`src/rtl/pong_game_ctrl.sv`:
```
// Pong match sequencer: serve/rally/point/game-over FSM, score keeping and
// miss detection at both paddle columns. Gates the paddle and ball controllers via o_Game_Active.
module pong_game_ctrl #(
    parameter int c_GAME_WIDTH    = 40,
    parameter int c_GAME_HEIGHT   = 30,
    parameter int c_PADDLE_HEIGHT = 6,
    parameter int c_P1_PADDLE_X   = 0,
    parameter int c_P2_PADDLE_X   = 39,
    parameter int c_SCORE_LIMIT   = 9,
    parameter int c_SERVE_DELAY   = 25000000
) (
    input  logic                                 i_Clk,
    input  logic                                 i_Rst_L,
    input  logic                                 i_Start,
    input  logic [$clog2(c_GAME_WIDTH)-1:0]      i_Ball_X,
    input  logic [$clog2(c_GAME_HEIGHT)-1:0]     i_Ball_Y,
    input  logic [$clog2(c_GAME_HEIGHT)-1:0]     i_P1_Paddle_Y,
    input  logic [$clog2(c_GAME_HEIGHT)-1:0]     i_P2_Paddle_Y,
    output logic                                 o_Game_Active,
    output logic [$clog2(c_SCORE_LIMIT+1)-1:0]   o_P1_Score,
    output logic [$clog2(c_SCORE_LIMIT+1)-1:0]   o_P2_Score,
    output logic                                 o_Point_Pulse,
    output logic [1:0]                           o_Winner,
    output logic [2:0]                           o_State
);

    localparam int W_X = $clog2(c_GAME_WIDTH);
    localparam int W_Y = $clog2(c_GAME_HEIGHT);
    localparam int W_S = $clog2(c_SCORE_LIMIT+1);
    localparam int W_C = (c_SERVE_DELAY > 1) ? $clog2(c_SERVE_DELAY) : 1;

    localparam logic [2:0] S_IDLE      = 3'd0;
    localparam logic [2:0] S_SERVE     = 3'd1;
    localparam logic [2:0] S_PLAY      = 3'd2;
    localparam logic [2:0] S_POINT     = 3'd3;
    localparam logic [2:0] S_GAME_OVER = 3'd4;

    localparam logic [W_S-1:0] SCORE_MAX = W_S'(c_SCORE_LIMIT);
    localparam logic [W_C-1:0] CNT_LAST  = W_C'(c_SERVE_DELAY - 1);
    localparam logic [W_X-1:0] P1_COL    = W_X'(c_P1_PADDLE_X);
    localparam logic [W_X-1:0] P2_COL    = W_X'(c_P2_PADDLE_X);
    localparam logic [W_Y:0]   PAD_H     = (W_Y+1)'(c_PADDLE_HEIGHT);

    logic [2:0]     r_State;
    logic [W_C-1:0] r_Serve_Cnt;
    logic [W_S-1:0] r_P1_Score;
    logic [W_S-1:0] r_P2_Score;
    logic [1:0]     r_Winner;
    logic           r_Game_Active;
    logic           r_Point_Pulse;
    logic           r_Start_Q;

    logic [2:0]     w_State_Nxt;
    logic [W_C-1:0] w_Cnt_Nxt;
    logic [W_S-1:0] w_P1_Nxt;
    logic [W_S-1:0] w_P2_Nxt;
    logic [1:0]     w_Win_Nxt;
    logic           w_Start_Evt;
    logic           w_P1_Miss;
    logic           w_P2_Miss;
    logic [W_Y:0]   w_Ball_Y;
    logic [W_Y:0]   w_P1_Top;
    logic [W_Y:0]   w_P2_Top;

    assign w_Start_Evt = i_Start & ~r_Start_Q;

    // One extra bit so top + paddle height never wraps.
    assign w_Ball_Y  = {1'b0, i_Ball_Y};
    assign w_P1_Top  = {1'b0, i_P1_Paddle_Y};
    assign w_P2_Top  = {1'b0, i_P2_Paddle_Y};
    assign w_P1_Miss = (i_Ball_X == P1_COL) &&
                       ((w_Ball_Y < w_P1_Top) || (w_Ball_Y >= w_P1_Top + PAD_H));
    assign w_P2_Miss = (i_Ball_X == P2_COL) &&
                       ((w_Ball_Y < w_P2_Top) || (w_Ball_Y >= w_P2_Top + PAD_H));

    always_comb begin
        w_State_Nxt = r_State;
        w_Cnt_Nxt   = r_Serve_Cnt;
        w_P1_Nxt    = r_P1_Score;
        w_P2_Nxt    = r_P2_Score;
        w_Win_Nxt   = r_Winner;
        case (r_State)
            S_IDLE, S_GAME_OVER: begin
                if (w_Start_Evt) begin
                    w_P1_Nxt    = '0;
                    w_P2_Nxt    = '0;
                    w_Win_Nxt   = 2'b00;
                    w_Cnt_Nxt   = '0;
                    w_State_Nxt = S_SERVE;
                end
            end
            S_SERVE: begin
                if (r_Serve_Cnt == CNT_LAST) begin
                    w_Cnt_Nxt   = '0;
                    w_State_Nxt = S_PLAY;
                end else begin
                    w_Cnt_Nxt = r_Serve_Cnt + 1'b1;
                end
            end
            S_PLAY: begin
                // A P1 miss takes priority when both columns report a miss.
                if (w_P1_Miss) begin
                    w_State_Nxt = S_POINT;
                    if (r_P2_Score != SCORE_MAX) w_P2_Nxt = r_P2_Score + 1'b1;
                end else if (w_P2_Miss) begin
                    w_State_Nxt = S_POINT;
                    if (r_P1_Score != SCORE_MAX) w_P1_Nxt = r_P1_Score + 1'b1;
                end
            end
            S_POINT: begin
                if (r_P1_Score == SCORE_MAX) begin
                    w_Win_Nxt   = 2'b01;
                    w_State_Nxt = S_GAME_OVER;
                end else if (r_P2_Score == SCORE_MAX) begin
                    w_Win_Nxt   = 2'b10;
                    w_State_Nxt = S_GAME_OVER;
                end else begin
                    w_Cnt_Nxt   = '0;
                    w_State_Nxt = S_SERVE;
                end
            end
            default: begin
                w_Cnt_Nxt   = '0;
                w_State_Nxt = S_IDLE;
            end
        endcase
    end

    always_ff @(posedge i_Clk or negedge i_Rst_L) begin
        if (!i_Rst_L) begin
            r_State       <= S_IDLE;
            r_Serve_Cnt   <= '0;
            r_P1_Score    <= '0;
            r_P2_Score    <= '0;
            r_Winner      <= 2'b00;
            r_Game_Active <= 1'b0;
            r_Point_Pulse <= 1'b0;
            r_Start_Q     <= 1'b1;
        end else begin
            r_State       <= w_State_Nxt;
            r_Serve_Cnt   <= w_Cnt_Nxt;
            r_P1_Score    <= w_P1_Nxt;
            r_P2_Score    <= w_P2_Nxt;
            r_Winner      <= w_Win_Nxt;
            r_Game_Active <= (w_State_Nxt == S_PLAY);
            r_Point_Pulse <= (w_State_Nxt == S_POINT);
            r_Start_Q     <= i_Start;
        end
    end

    assign o_State       = r_State;
    assign o_Game_Active = r_Game_Active;
    assign o_Point_Pulse = r_Point_Pulse;
    assign o_P1_Score    = r_P1_Score;
    assign o_P2_Score    = r_P2_Score;
    assign o_Winner      = r_Winner;

endmodule

```
`config.mk`:
```
export PLATFORM = sky130hd
export DESIGN_NAME = pong_game_ctrl
export DESIGN_NICKNAME = d
export VERILOG_FILES = /design/src/rtl/pong_game_ctrl.sv
export SDC_FILE = /design/constraint.sdc
export NUM_CORES = 1
export LEC_CHECK = 0
export ABC_CLOCK_PERIOD_IN_PS = 3600
export CORE_AREA = 2 2 76 78
export DETAILED_ROUTE_END_ITERATION = 10
export DIE_AREA = 0 0 78 80
export GPL_ROUTABILITY_DRIVEN = 0
export PLACE_DENSITY = 0.78
export SYNTH_ARGS = -nofsm -noshare
export SYNTH_HDL_FRONTEND = slang
export SYNTH_SLANG_ARGS = --single-unit
```
`constraint.sdc`:
```
create_clock -name i_Clk -period 3.6 [get_ports i_Clk]
set_clock_uncertainty 0.1 [all_clocks]
set_input_delay 0.9 -clock i_Clk [delete_from_list [all_inputs] [get_ports i_Clk]]
set_output_delay 0.9 -clock i_Clk [all_outputs]
set_load 0.005 [all_outputs]
```
Word level (Yosys, flattened, before mapping)
Index checks and enable logic that the tools add are counted.

Register bits: 41. Latch bits: 0. Memory bits (writable): 0. ROM bits: 0. Bits of input ports: 24. Output and inout bits: 15. Logic and storage cells: 78. Memories: 0.

Add/sub/neg operators: 5. Multiply operators: 0. Divide/modulo/power cells: 0. $lt $le $gt $ge: 4. Equal/unequal tests: 21. Shift operators: 0. Muxes and demuxes: 24. Bitwise operators: 3. Reduce and logical (&&, ||, !) cells: 13.

Operator list (number): two-way mux 25 bit (4); one-hot mux 25 bit (4 select lines) (1); adder 25 x 1 -> 25 bit (second input constant) (1); equality test 25 bit (second input constant) (1); two-way mux 4 bit (6); two-way mux 3 bit (6); inequality test 2 bit (second input constant) (8); one-hot mux 4 bit (2 select lines) (2); adder 5 x 3 -> 6 bit (second input constant) (2); equality test 3 x 2 -> 1 bit (second input constant) (4); greater-or-equal comparator 5 x 6 -> 1 bit (2); one-hot mux 3 bit (4 select lines) (1); < comparator 5 bit (2); adder 4 x 1 -> 4 bit (second input constant) (2); equality test 4 bit (second input constant) (2); inequality test 4 bit (second input constant) (2); AND reduction 4 bit (2); equality test 6 bit (second input constant) (1); zero test 6 bit (1); two-way mux 2 bit (3); AND reduction 5 bit (1); one-hot mux 2 bit (2 select lines) (1); nonzero test 2 bit (2); equality test 3 x 1 -> 1 bit (second input constant) (1); other kinds (9) (12).

Longest topological paths before layout
Depth after elaboration: 8. Depth in mapped cells: 9. Gate-level depth less buffers: 8.

Least setup slack after synthesis
Ideal clock, no wire load.

Path type: input to register. Start point: input port i_P2_Paddle_Y[1]. End point: register r_State[0], in the netlist o_State[0]. Library setup time: 0.138 ns. Data arrival time: 2.537 ns. Required time: 3.362 ns. Path slack: 0.824 ns. Cell stages on the path: 8. Path buffers: 0. Path through: inv_1 -> ha_1 -> ha_1 -> a21oi_1 -> o21ai_0 -> a31oi_1 -> o31ai_1 -> or4_1.

Cells in the longest elaborated chain, start to end: 7. Elaborated cells on any way between the ends: 8. Those cells by class: 1 x add/sub; 2 x order compare; 3 x mux; 2 x reduce/logical.

RTL lines: start: declaration (line 18) `input logic [$clog2(c_GAME_HEIGHT)-1:0] i_P2_Paddle_Y,`; adder 5 x 3 -> 6 bit (line 74) `((w_Ball_Y < w_P2_Top) || (w_Ball_Y >= w_P2_Top + PAD_H));`; greater-or-equal comparator 5 x 6 -> 1 bit (line 74); logical OR 1 bit * (line 74); logical AND 1 bit * (line 73) `assign w_P2_Miss = (i_Ball_X == P2_COL) &&`; two-way mux 3 bit * (line 105) `end else if (w_P2_Miss) begin`; two-way mux 3 bit * (line 102) `if (w_P1_Miss) begin`; one-hot mux 3 bit (4 select lines) * (line 82) `case (r_State)`; via w_State_Nxt[0] (line 53) `logic [2:0] w_State_Nxt;`; end signal: assignment (line 140) `r_State <= w_State_Nxt;`; end: declaration (line 44) `logic [2:0] r_State;`.

The timed path passes the listed nets; every way through them passes the cells marked *. A chain may end at the register's enable or synchronous reset.

Worst setup path in the final report
Ends and elaborated chain as after synthesis.

==> impl_results.md <==
- Status: finished clean
- Via Count: ~2.6k
- Wire length per cell: 14.8 um
- Max-slew violations: 0
- Ratio of cells with drive above 1 in the final layout: between 5 and 6%
- Clock buffer depth: 2
- Synth cell types: 51
- Clk sink count: 41
- Largest net degree at the start of global routing: 42
- Placed Cells: 428
- Hold_buf cts: 0
- Average cell area after synthesis: 8.97 um2
- Clk_lat worst skew: 0.30 ns
- First-pass GRT wire length: around 11,000 um
- Relative slew slack: 33.0%
- Total track usage: 21.8%
- Die area: 6240 um2
- R2R Path Start: o_P1_Score[1]
- Vias per cell: 5.87
- Maximum vdd ir drop: about 0.22 mV
- Crit start category: primary input
- Yosys top cell area share: ~34%
- Cells after Synth: between 300 and 400
- Nets: between 400 and 500
- Most frequent cells in the layout: dfrtp_1, clkdlybuf4s50_1, nand2_1
- Detail Placement HPWL: 4850 um
- Core footprint: 5410 um2
- Min cycle time layout: 3.07 ns
- P per Cell Area: 258 nW/um2
- Layout Utilization: 63.8%
- DRT antenna net count: 0
- Chip height: 80 um
- Cell Area, Synth: 2910 um2
- Register area share after synthesis: 35.3%
- Vias in the first global route: between 2k and 2.5k
- Worst setup EP type: flip-flop
- Clk root buf: clkbuf_8
- FP Rows: 27
- Final Instance Area: 3450 um2
- Setup TNS: 0 ns
- Die W: 78 um
- Non-filler cells, final: 436
- CTS tree: built
- Arrival time at the worst endpoint: 3.13 ns
- Number of remaining DRC errors: 0
- Congestion Overflow GR: 0
- Drt first pass iters: 6
- Clk slew on worst S/H paths: 0.08 ns
- Hold Crit Class: reg -> reg
- RSZ-0062 raised after global routing: false
- Post-CTS Repair Setup Buffers: 0
- Largest cells by area after synthesis: dfrtp_1, ha_1, nand2_1, xnor2_1, mux2i_1
- Worst-case reg-to-reg path depth: 8
- Main synth FF type: dfrtp_1
- Synth warn: 0
- Fin. Hold Viols: 0
- Fmax: around 0.33 GHz
- Commonest non-fill, non-tap cell in the layout: dfrtp_1
- Least-Margin Pin Slew: 0.997 ns
- Endpoint with the worst hold slack: r_Serve_Cnt[0]
- Ys async rst share: 100%
- Area leader, netlist: dfrtp_1
- Ant. Diodes: 0
- Port buffer count: 38
- Area Growth Syn to Fin: 18.6%
- Number of I/O pins: 39
- Dpl cell area: 3360 um2
- Setup slack, reg-to-reg: 1.20 ns
- Net Count, Synth: 373
- Pleak: about 1.5 nW
- # H-tree levels: 2
- Tcrit/Tclk final: between 80 and 90%
- Hold path start: r_Serve_Cnt[0]
- Hold Path Depth: 1
- Seq cells post-synth: 41
- Post-CTS Resized: 0
- DRT iter0 DRCs: 152
- EDFF count, synth: 0
- Number of antenna violations at the first check in global routing: 0
- CP required: 3.67 ns
- Starting Density: 53.8%
- CTS Buf Count: 5
- Final WL: 6430 um
- Crit Path Max Fanout: 3
- WS Path Type: in -> reg
- Crit Reg-Reg Endpoint: r_Serve_Cnt[23]
- Setup Viol. Count Final: 0
- Max-cap viol count: 0
==> power by group <==
part | switching, mW | internal, mW | total [mW]
registers | 0.00573 | 0.466 | 0.472
clock network | 0.164 | 0.134 | 0.298
logic | 0.0580 | 0.0617 | 0.120
==> cell type report <==
class	instances	area [um2]
Tap cell	72	90.1
Clock inverter	3	17.5
Fill cell	473	1960
Inverter	13	48.8
Sequential cell	41	1030
Multi-Input combinational cell	260	1790
Clock buffer	5	68.8
Timing Repair Buffer	42	405
==> synth_stat cells (all sizes together) (3+ instances only) <==
| library cell | number |
|---|---|
| dfrtp | 40 |
| nand2 | 35 |
| ha | 25 |
| nor2 | 24 |
| nand3 | 14 |
| nor4 | 14 |
| xnor2 | 14 |
| a21oi | 13 |
| inv | 13 |
| nand4 | 12 |
| mux2i | 10 |
| nand2b | 10 |
| o21ai | 9 |
| a31oi | 7 |
| nor2b | 6 |
| a21o | 5 |
| and2 | 5 |
| buf | 5 |
| clkbuf | 5 |
| o22ai | 5 |
| a22o | 4 |
| and3 | 4 |
| and3b | 4 |
| nor3 | 4 |
| and4 | 3 |
| nand3b | 3 |
| nor4b | 3 |
| or4 | 3 |
==> worst max-delay path, stage by stage <==
cell and delay [ns]:
clkdlybuf4s50_1 0.50, inv_1 0.07, ha_1 0.30, ha_1 0.30, a21oi_1 0.12, o21ai_0 0.11
a31oi_1 0.23, o31ai_1 0.13, or4_1 0.47
==> metrics by stage <==
| step | hold slack, ns | power, mW | worst slack (ns) |
|---|---|---|---|
| after global placement | 0.415 | 0.598 | 0.294 |
| after floorplan | 0.388 | 0.539 | 0.824 |
| after detailed placement | 0.422 | 0.600 | 0.254 |
| after CTS | 0.436 | 0.899 | 0.551 |
| after global routing | 0.471 | 0.931 | 0.372 |
| final | 0.430 | 0.890 | 0.535 |
==> state kept, by name (all words and copies together), names as in the netlist <==
signal / count
r_Serve_Cnt: 25
o_Game_Active: 1
o_Winner: 2
r_Start_Q: 1
o_P1_Score: 4
o_State: 3
o_P2_Score: 4
o_Point_Pulse: 1
==> worst max-delay path by stage <==
| stage | startpoint | end | cells after the start |
|---|---|---|---|
| 2_1_floorplan | i_P2_Paddle_Y[1] | o_State[0] | 8 |
| 3_3_place_gp | i_P1_Paddle_Y[1] | o_Game_Active | 9 |
| 3_5_place_dp | i_P1_Paddle_Y[1] | o_Game_Active | 9 |
| 4_1_cts | i_P2_Paddle_Y[1] | o_Game_Active | 9 |
| 5_1_grt | i_Start | r_Serve_Cnt[21] | 7 |
| 6_report | i_P2_Paddle_Y[1] | o_State[0] | 9 |
==> cell families (layout without fill, tap and decap cells) <==
logic type / count (synthesis) / count (layout) / share of synthesized area [%]
XOR/XNOR: 16 / 16 / 4.82
buffers and inverters: 23 / 63 / 3.23
flip-flops: 41 / 41 / 35.3
AO/OA/AOI/OAI: 56 / 56 / 12.7
multiplexers: 10 / 10 / 3.44
adder cells (fa/ha/maj): 25 / 25 / 10.8
AND/OR/NAND/NOR: 153 / 153 / 29.7
==> metal layers <==
| metal | track usage (%) | part of all wire [%] | vias to the layer above |
|---|---|---|---|
| met4 | 8.25 | 1.6 | 0 |
| met5 | 0 | 0 | - |
| met1 | 30.7 | 49 | 1222 |
| met3 | 3.39 | 3.9 | 10 |
| met2 | 34.1 | 45 | 53 |
| li1 | - | - | 1273 |
Note: power is estimated with default switching activity, not from simulation.
